**src/rtl/seed_index_aligner.sv**
```systemverilog
// -----------------------------------------------------------------------------
// seed_index_aligner
//
// Purpose
//   Builds a small seed index over a packed 2-bit DNA reference, then looks up
//   every seed of a short read in that index and reports candidate alignment
//   positions. Bases are encoded A=00, G=01, C=10, T=11. Base i of a packed
//   vector sits at bits [2i+1:2i].
//
//   Index: four buckets, one per base value. The entry for reference position
//   p holds {seed(p), p}, where seed(p) is the SEED_BASES bases starting at p.
//   The entry goes into the bucket of base p. A full bucket drops the entry and
//   sets the sticky overflow flag.
//
//   Search: for each read offset o, scan the bucket of read base o, one entry
//   per cycle. An empty bucket still costs one cycle. A hit is an entry whose
//   seed equals read seed(o), with pos >= o and pos-o <= REF_BASES-WIN_BASES.
//
// Optional feature
//   SEED_DEDUP_EN : when defined, a per-query seen map suppresses a hit whose
//                   hit_pos was already reported in the same query. When it is
//                   not defined, every qualifying match is reported.
//
// Ports
//   clk        in   sole clock, rising edge
//   reset      in   synchronous, active-low
//   ref_in     in   2*REF_BASES   reference, captured on load
//   read_in    in   2*READ_BASES  short read, captured on an accepted query
//   load       in   pulse: capture ref_in and rebuild the index (any state)
//   query      in   pulse: start a search (accepted in READY only)
//   busy       out  high while building or searching
//   ready      out  high in READY only
//   hit_valid  out  one-cycle pulse per reported hit
//   hit_pos    out  POS_W         candidate alignment position
//   hit_seq    out  2*WIN_BASES   reference bases hit_pos .. hit_pos+WIN_BASES-1
//   hit_count  out  8             hits in current/last query, saturating at 255
//   done       out  one-cycle pulse at the end of a search
//   overflow   out  sticky: an index entry was dropped during the last build
//   dbg_state  out  3             current FSM state (IDLE..DONE)
// -----------------------------------------------------------------------------
module seed_index_aligner #(
    parameter int REF_BASES  = 50,
    parameter int READ_BASES = 8,
    parameter int SEED_BASES = 4,
    parameter int WIN_BASES  = 10,
    parameter int BKT_DEPTH  = 64,
    parameter int POS_W      = $clog2(REF_BASES)
) (
    input  logic                    clk,
    input  logic                    reset,
    input  logic [2*REF_BASES-1:0]  ref_in,
    input  logic [2*READ_BASES-1:0] read_in,
    input  logic                    load,
    input  logic                    query,
    output logic                    busy,
    output logic                    ready,
    output logic                    hit_valid,
    output logic [POS_W-1:0]        hit_pos,
    output logic [2*WIN_BASES-1:0]  hit_seq,
    output logic [7:0]              hit_count,
    output logic                    done,
    output logic                    overflow,
    output logic [2:0]              dbg_state
);
    localparam int SEED_W = 2 * SEED_BASES;
    localparam int ENT_W  = SEED_W + POS_W;
    localparam int CNT_W  = $clog2(BKT_DEPTH + 1);
    localparam int IDX_W  = (BKT_DEPTH > 1) ? $clog2(BKT_DEPTH) : 1;
    localparam int OFF_W  = (READ_BASES > SEED_BASES) ? $clog2(READ_BASES - SEED_BASES + 1) : 1;

    localparam logic [POS_W-1:0] LAST_P  = POS_W'(REF_BASES - SEED_BASES);
    localparam logic [OFF_W-1:0] LAST_O  = OFF_W'(READ_BASES - SEED_BASES);
    localparam logic [POS_W:0]   MAX_REL = (POS_W + 1)'(REF_BASES - WIN_BASES);
    localparam logic [CNT_W-1:0] FULL    = CNT_W'(BKT_DEPTH);

    typedef enum logic [2:0] {IDLE, BUILD, READY, SEARCH, DONE} state_t;

    // load and query are single-cycle command pulses with no backpressure.
    // load is honoured in every state and restarts the build. query is
    // honoured only while ready is high, and load beats query in that cycle.
    // A command given at any other time is simply dropped.

    state_t                  state_q, state_d;
    logic [2*REF_BASES-1:0]  ref_q;
    logic [2*READ_BASES-1:0] read_q;
    logic [POS_W-1:0]        p_q;
    logic [OFF_W-1:0]        o_q;
    logic [CNT_W-1:0]        e_q;
    logic [CNT_W-1:0]        cnt_q [4];
    logic [ENT_W-1:0]        mem_q [4*BKT_DEPTH];
    logic                    overflow_q;
    logic                    hit_valid_q;
    logic [POS_W-1:0]        hit_pos_q;
    logic [2*WIN_BASES-1:0]  hit_seq_q;
    logic [7:0]              hit_count_q;

    // Build-side view of the current reference position.
    logic [1:0]        bld_base;
    logic [SEED_W-1:0] bld_seed;
    logic              bld_room;

    assign bld_base = ref_q[2*p_q +: 2];
    assign bld_seed = ref_q[2*p_q +: SEED_W];
    assign bld_room = (cnt_q[bld_base] < FULL);

    // Search-side view of the current (offset, entry) pair.
    logic [1:0]        srch_base;
    logic [SEED_W-1:0] read_seed;
    logic [CNT_W-1:0]  srch_cnt;
    logic [ENT_W-1:0]  entry;
    logic [SEED_W-1:0] ent_seed;
    logic [POS_W:0]    ent_pos_x;
    logic [POS_W:0]    off_x;
    logic [POS_W:0]    rel_pos;
    logic              ent_match;
    logic              report;
    logic              last_entry;

    assign srch_base  = read_q[2*o_q +: 2];
    assign read_seed  = read_q[2*o_q +: SEED_W];
    assign srch_cnt   = cnt_q[srch_base];
    assign entry      = mem_q[{srch_base, e_q[IDX_W-1:0]}];
    assign ent_seed   = entry[ENT_W-1:POS_W];
    assign ent_pos_x  = {1'b0, entry[POS_W-1:0]};
    assign off_x      = (POS_W + 1)'(o_q);
    // One extra bit so that pos < o can never wrap into a legal position.
    assign rel_pos    = ent_pos_x - off_x;
    assign ent_match  = (srch_cnt != '0) && (ent_seed == read_seed) &&
                        (ent_pos_x >= off_x) && (rel_pos <= MAX_REL);
    // An empty bucket is treated as a single non-matching slot.
    assign last_entry = (srch_cnt == '0) || (e_q == srch_cnt - 1'b1);

`ifdef SEED_DEDUP_EN
    logic [REF_BASES-1:0] seen_q;
    assign report = ent_match && !seen_q[rel_pos[POS_W-1:0]];

    always_ff @(posedge clk) begin
        if (!reset) begin
            seen_q <= '0;
        end else if (!load && state_q == READY && query) begin
            seen_q <= '0;
        end else if (!load && state_q == SEARCH && report) begin
            seen_q[rel_pos[POS_W-1:0]] <= 1'b1;
        end
    end
`else
    assign report = ent_match;
`endif

    always_comb begin
        state_d = state_q;
        case (state_q)
            IDLE:    if (load) state_d = BUILD;
            BUILD:   if (load) state_d = BUILD;
                     else if (p_q == LAST_P) state_d = READY;
            READY:   if (load) state_d = BUILD;
                     else if (query) state_d = SEARCH;
            SEARCH:  if (load) state_d = BUILD;
                     else if (last_entry && o_q == LAST_O) state_d = DONE;
            DONE:    if (load) state_d = BUILD;
                     else state_d = READY;
            default: state_d = IDLE;
        endcase
    end

    always_ff @(posedge clk) begin
        if (!reset) begin
            state_q     <= IDLE;
            ref_q       <= '0;
            read_q      <= '0;
            p_q         <= '0;
            o_q         <= '0;
            e_q         <= '0;
            for (int b = 0; b < 4; b++) cnt_q[b] <= '0;
            overflow_q  <= 1'b0;
            hit_valid_q <= 1'b0;
            hit_pos_q   <= '0;
            hit_seq_q   <= '0;
            hit_count_q <= '0;
        end else begin
            state_q     <= state_d;
            hit_valid_q <= 1'b0;
            if (load) begin
                ref_q      <= ref_in;
                p_q        <= '0;
                overflow_q <= 1'b0;
                for (int b = 0; b < 4; b++) cnt_q[b] <= '0;
            end else begin
                case (state_q)
                    BUILD: begin
                        if (bld_room) cnt_q[bld_base] <= cnt_q[bld_base] + 1'b1;
                        else          overflow_q      <= 1'b1;
                        p_q <= p_q + 1'b1;
                    end
                    READY: begin
                        if (query) begin
                            read_q      <= read_in;
                            o_q         <= '0;
                            e_q         <= '0;
                            hit_count_q <= '0;
                        end
                    end
                    SEARCH: begin
                        if (report) begin
                            hit_valid_q <= 1'b1;
                            hit_pos_q   <= rel_pos[POS_W-1:0];
                            hit_seq_q   <= ref_q[2*rel_pos[POS_W-1:0] +: 2*WIN_BASES];
                            if (hit_count_q != 8'hFF) hit_count_q <= hit_count_q + 8'd1;
                        end
                        if (last_entry) begin
                            e_q <= '0;
                            o_q <= o_q + 1'b1;
                        end else begin
                            e_q <= e_q + 1'b1;
                        end
                    end
                    default: ;
                endcase
            end
        end
    end

    // Bucket storage is never cleared; the counts define what is valid.
    always_ff @(posedge clk) begin
        if (reset && !load && state_q == BUILD && bld_room) begin
            mem_q[{bld_base, cnt_q[bld_base][IDX_W-1:0]}] <= {bld_seed, p_q};
        end
    end

    assign busy      = (state_q == BUILD) || (state_q == SEARCH);
    assign ready     = (state_q == READY);
    assign done      = (state_q == DONE);
    assign hit_valid = hit_valid_q;
    assign hit_pos   = hit_pos_q;
    assign hit_seq   = hit_seq_q;
    assign hit_count = hit_count_q;
    assign overflow  = overflow_q;
    assign dbg_state = state_q;

endmodule

```
**config.mk**
```make
export PLATFORM = sky130hd
export DESIGN_NAME = seed_index_aligner
export DESIGN_NICKNAME = d
export VERILOG_FILES = /design/src/rtl/seed_index_aligner.sv
export SDC_FILE = /design/constraint.sdc
export NUM_CORES = 2
export LEC_CHECK = 0
export ABC_CLOCK_PERIOD_IN_PS = 20900
export CORE_UTILIZATION = 23
export CTS_BUF_LIST = sky130_fd_sc_hd__clkbuf_8
export DETAILED_ROUTE_END_ITERATION = 8
export DONT_BUFFER_PORTS = 1
export PLACE_DENSITY = 0.33
export SETUP_SLACK_MARGIN = 0.3
export SYNTH_ARGS = -nofsm -noshare
export SYNTH_HDL_FRONTEND = slang
export SYNTH_SLANG_ARGS = --single-unit
```
**constraint.sdc**
```tcl
create_clock -name clk -period 20.9 [get_ports clk]
set_input_delay 4.18 -clock clk [delete_from_list [all_inputs] [get_ports clk]]
set_output_delay 4.18 -clock clk [all_outputs]
set_load 0.02 [all_outputs]
```
==> flow_summary.ini <==
[outcome]
run_status = finished, final reports clean

[floorplan]
die_area_um2 = 671000
die_width_um = 819
boundaryPins = 162
design.core.area_um2 = 664000
floorplan.initialDensity_pct = 23.1
chipHeight_um = 819
core.rowCount = 299

[clock_network]
tritoncts_num_sinks = 3783
insertion_delay_ns = 1.34
htree_num_levels = 6
post_cts_resized = 0
clockRootBuffer = sky130_fd_sc_hd__clkbuf_8
clk_transition_reported_paths_ns = 0.06
tritoncts = yes
hold_bufs_inserted_after_cts = 0
clockBufferDepth = 4
num_cts_buffers = 674
cts_post_setup_buffers_inserted = 0

[drt]
num_vias = 84000
firstDrtPassIters = 6
antenna_left = 0
routed_wl_mm = 593
detail_route.vias_per_cell = 4.65
drtIter0Drc = 7863
drt-wirelength-per-cell_um = 32.8
post-route-drc-count = 0

[logic_synthesis]
ys_async_sr_fraction_pct = 0
synth_top_family_by_area = multiplexers
multiplexer_area_fraction_after_synthesis_pct = 16.9
ys.flop_type = sky130_fd_sc_hd__edfxtp_1
synth.most_common_cell = sky130_fd_sc_hd__edfxtp_1
synthesis.area_per_instance_um2 = 19.2
post_synthesis_share_of_cell_area_spent_on_full_adders_half_adders_and_majority_gates_pct = 0.143
synth_warnings = 0
post_synth_net_total = 8137
netlist-cell-type-count = 107
postSynthRegisterBits = 3783
synth_compound_area_share_pct = 3.93
synth_xor_area_share_pct = 0.148
synth_seq_area_share_pct = 72.9
synth_top_cell_by_area = sky130_fd_sc_hd__edfxtp_1
synth_enable_flop_cells = 3612
synthCells = 8000
synth.top_cells.by_area = sky130_fd_sc_hd__edfxtp_1, sky130_fd_sc_hd__mux4_2, sky130_fd_sc_hd__mux2i_1
synth_commonest_cells = sky130_fd_sc_hd__edfxtp_1, sky130_fd_sc_hd__mux4_2, sky130_fd_sc_hd__nor2_1
synth.cell_area_um2 = 154000
netlist.area_leader.share_pct = 70.6
synth-simple-area-share_pct = 3.89

[final_layout]
final-seq-area_um2 = 112000
fin_nets = 8792
syn2layout_area_growth_pct = 16.2
layout.filler_cells = 66600
layout-drive-gt1-share_pct = 27.7
multi_input_comb_area_um2 = 39300
instances_no_fill = 18100

[timing]
final-hold-violation-count = 0
slew_headroom_pct = 9.83
final_critical_path_setup_slack_ns = 10.90
clock-skew-final_ns = 0.144
finalHoldWorstSlack_ns = 0.481
clock_period_minus_final_worst_setup_slack_ns = 10.00
timing_max_transition_violations_final = 0
final.setup.tns_ns = 0
worst-slew-pin-transition_ns = 1.34
timing.final.setup_violations = 0
period_utilization_post_route_pct = 47.9
rsz0062_at_grt = false
max_clock_freq_mhz = 100

[power_and_ir_drop]
share_clk_of_total_power_pct = 42.4
fin_total_pwr_mw = 15.3
total_leakage_power_nw = 55.8
peakVddDrop_mv = 0.0665
power.share.combinational_pct = 2.7
seq_power_share_pct = 54.8
net-switching-power_mw = 3.58
power.share.switching_pct = 23.5
power_density_nw_per_um2 = 85.6
cell_internal_pwr_mw = 11.7

[setup_path]
crit_required_ns = 22.02
worst_ep_arrival_time_ns = 11.13
critical_path.endpoint_type = register
reg2reg_from = e_q[1]
rr_endpoint = hit_seq[6]
criticalPathCategory = reg2reg
regToRegSetupSlack_ns = 10.90
cp_max_fo = 69
reg2reg_depth = 17
start_kind = register
worstSetupStartpoint = e_q[1]
worstSetupEndpoint = hit_seq[6]

[global_route]
antenna_found_initial = 63
first_global_vias = 86900
grt_overflow_total = 0
global_route_wire_length_before_repair_mm = 796
maximum_number_of_pins_on_one_net_before_global_route_repair = 178
gr-usage-all-layers_pct = 17.2

[placed_design]
dp_hpwl_mm = 376
gp_routability_congestion = 0.813
dp_cell_count = 16900
buffer_ports.inserted = 0
place_worst_setup_slack_ns = 10.91

[worst_hold_path]
hold_class = reg2reg

[run]
maxCapViolCount = 0
metrics by stage:
stage / cell area [um^2] / util [%]
final: 178000 / 26.9
after global placement: 166000 / 25.0
after floorplan: 154000 / -
after global routing: 178000 / 26.9
after detailed placement: 166000 / 25.0
after CTS: 178000 / 26.9
state kept, by name, summed over array words and instances, names as in the netlist:
name and flops:
hit_pos 6, p_q 6, hit_seq 20, o_q 3, ref_q 100, mem_q 3584
e_q 7, hit_count 8, read_q 16, overflow 1, cnt_q 28, hit_valid 1
dbg_state 3
how the worst min path moves through the flow:
stage / start / end / depth (start not counted)
after floorplan: read_q[0] / read_q[0] / 2
after global placement: read_q[3] / read_q[3] / 2
after detailed placement: read_q[3] / read_q[3] / 2
after CTS: read_q[3] / read_q[3] / 2
after global routing: read_q[3] / read_q[3] / 2
final: read_q[0] / read_q[0] / 2
layer usage:
metal	vias up	routed length, um	GRT usage (%)
met1	46200	270000	24.1
met4	14	13000	3.74
met2	2666	279000	28.1
met5	-	92	0
li1	34400	-	-
met3	710	30900	2.84
critical path: stages, from the launching register on:
cell                       delay (ns)
sky130_fd_sc_hd__dfxtp_4         0.77
sky130_fd_sc_hd__buf_4           0.64
sky130_fd_sc_hd__buf_12          0.37
sky130_fd_sc_hd__buf_4           0.84
sky130_fd_sc_hd__buf_4           0.72
sky130_fd_sc_hd__mux4_2          0.41
sky130_fd_sc_hd__mux4_2          0.52
sky130_fd_sc_hd__mux4_2          0.66
sky130_fd_sc_hd__mux4_2          0.70
sky130_fd_sc_hd__ha_1            0.36
sky130_fd_sc_hd__nor2b_1         0.13
sky130_fd_sc_hd__o21ai_0         0.22
sky130_fd_sc_hd__nor2b_1         0.77
sky130_fd_sc_hd__a31oi_1         0.53
sky130_fd_sc_hd__nor2_2          0.97
sky130_fd_sc_hd__nor2_1          0.36
sky130_fd_sc_hd__a311oi_1        0.45
sky130_fd_sc_hd__a211oi_1        0.15
power by group through the flow:
stage          logic, mW  registers, mW  clock network (mW)
4_1_cts            0.426           8.37                6.72
5_1_grt            0.447           8.37                7.01
6_report           0.420           8.38                6.48
3_5_place_dp       0.425           8.53                   0
2_1_floorplan      0.231           8.56                   0
3_3_place_gp       0.417           8.53                   0
cell usage in the layout (no fill, tap or decap), types with 121 or more instances in the layout:
master                     netlist  routed
sky130_fd_sc_hd__a21oi_1       160     157
sky130_fd_sc_hd__edfxtp_1     3612    3612
sky130_fd_sc_hd__dfxtp_1       171     159
sky130_fd_sc_hd__clkbuf_8        0     696
sky130_fd_sc_hd__mux4_2        883     883
sky130_fd_sc_hd__buf_4          61     454
sky130_fd_sc_hd__mux2i_1       457     456
sky130_fd_sc_hd__a22oi_1       133     133
sky130_fd_sc_hd__nor2_2          2     138
sky130_fd_sc_hd__nand2_1       315     315
sky130_fd_sc_hd__inv_1          60     263
sky130_fd_sc_hd__clkinv_1        1     164
sky130_fd_sc_hd__o21ai_0       124     121
sky130_fd_sc_hd__nor2_1        566     416
final cells by class:
cell class | instances | share of cell area, %
flip-flops and latches | 3783 | 62.7
multi-input cells | 3662 | 22.0
well taps | 8879 | 6.23
clock buffers | 696 | 5.37
repair buffers | 469 | 2.07
clock inverters | 487 | 1.42
inverters | 65 | 0.145
diodes | 23 | 0.0323
cell families after synthesis:
group,Yosys count
AO/OA/AOI/OAI,853
adder cells (fa/ha/maj),17
AND/OR/NAND/NOR,1313
XOR/XNOR,26
flip-flops,3783
multiplexers,1453
buffers and inverters,555
No activity file was read; power rests on OpenSTA's default activity.
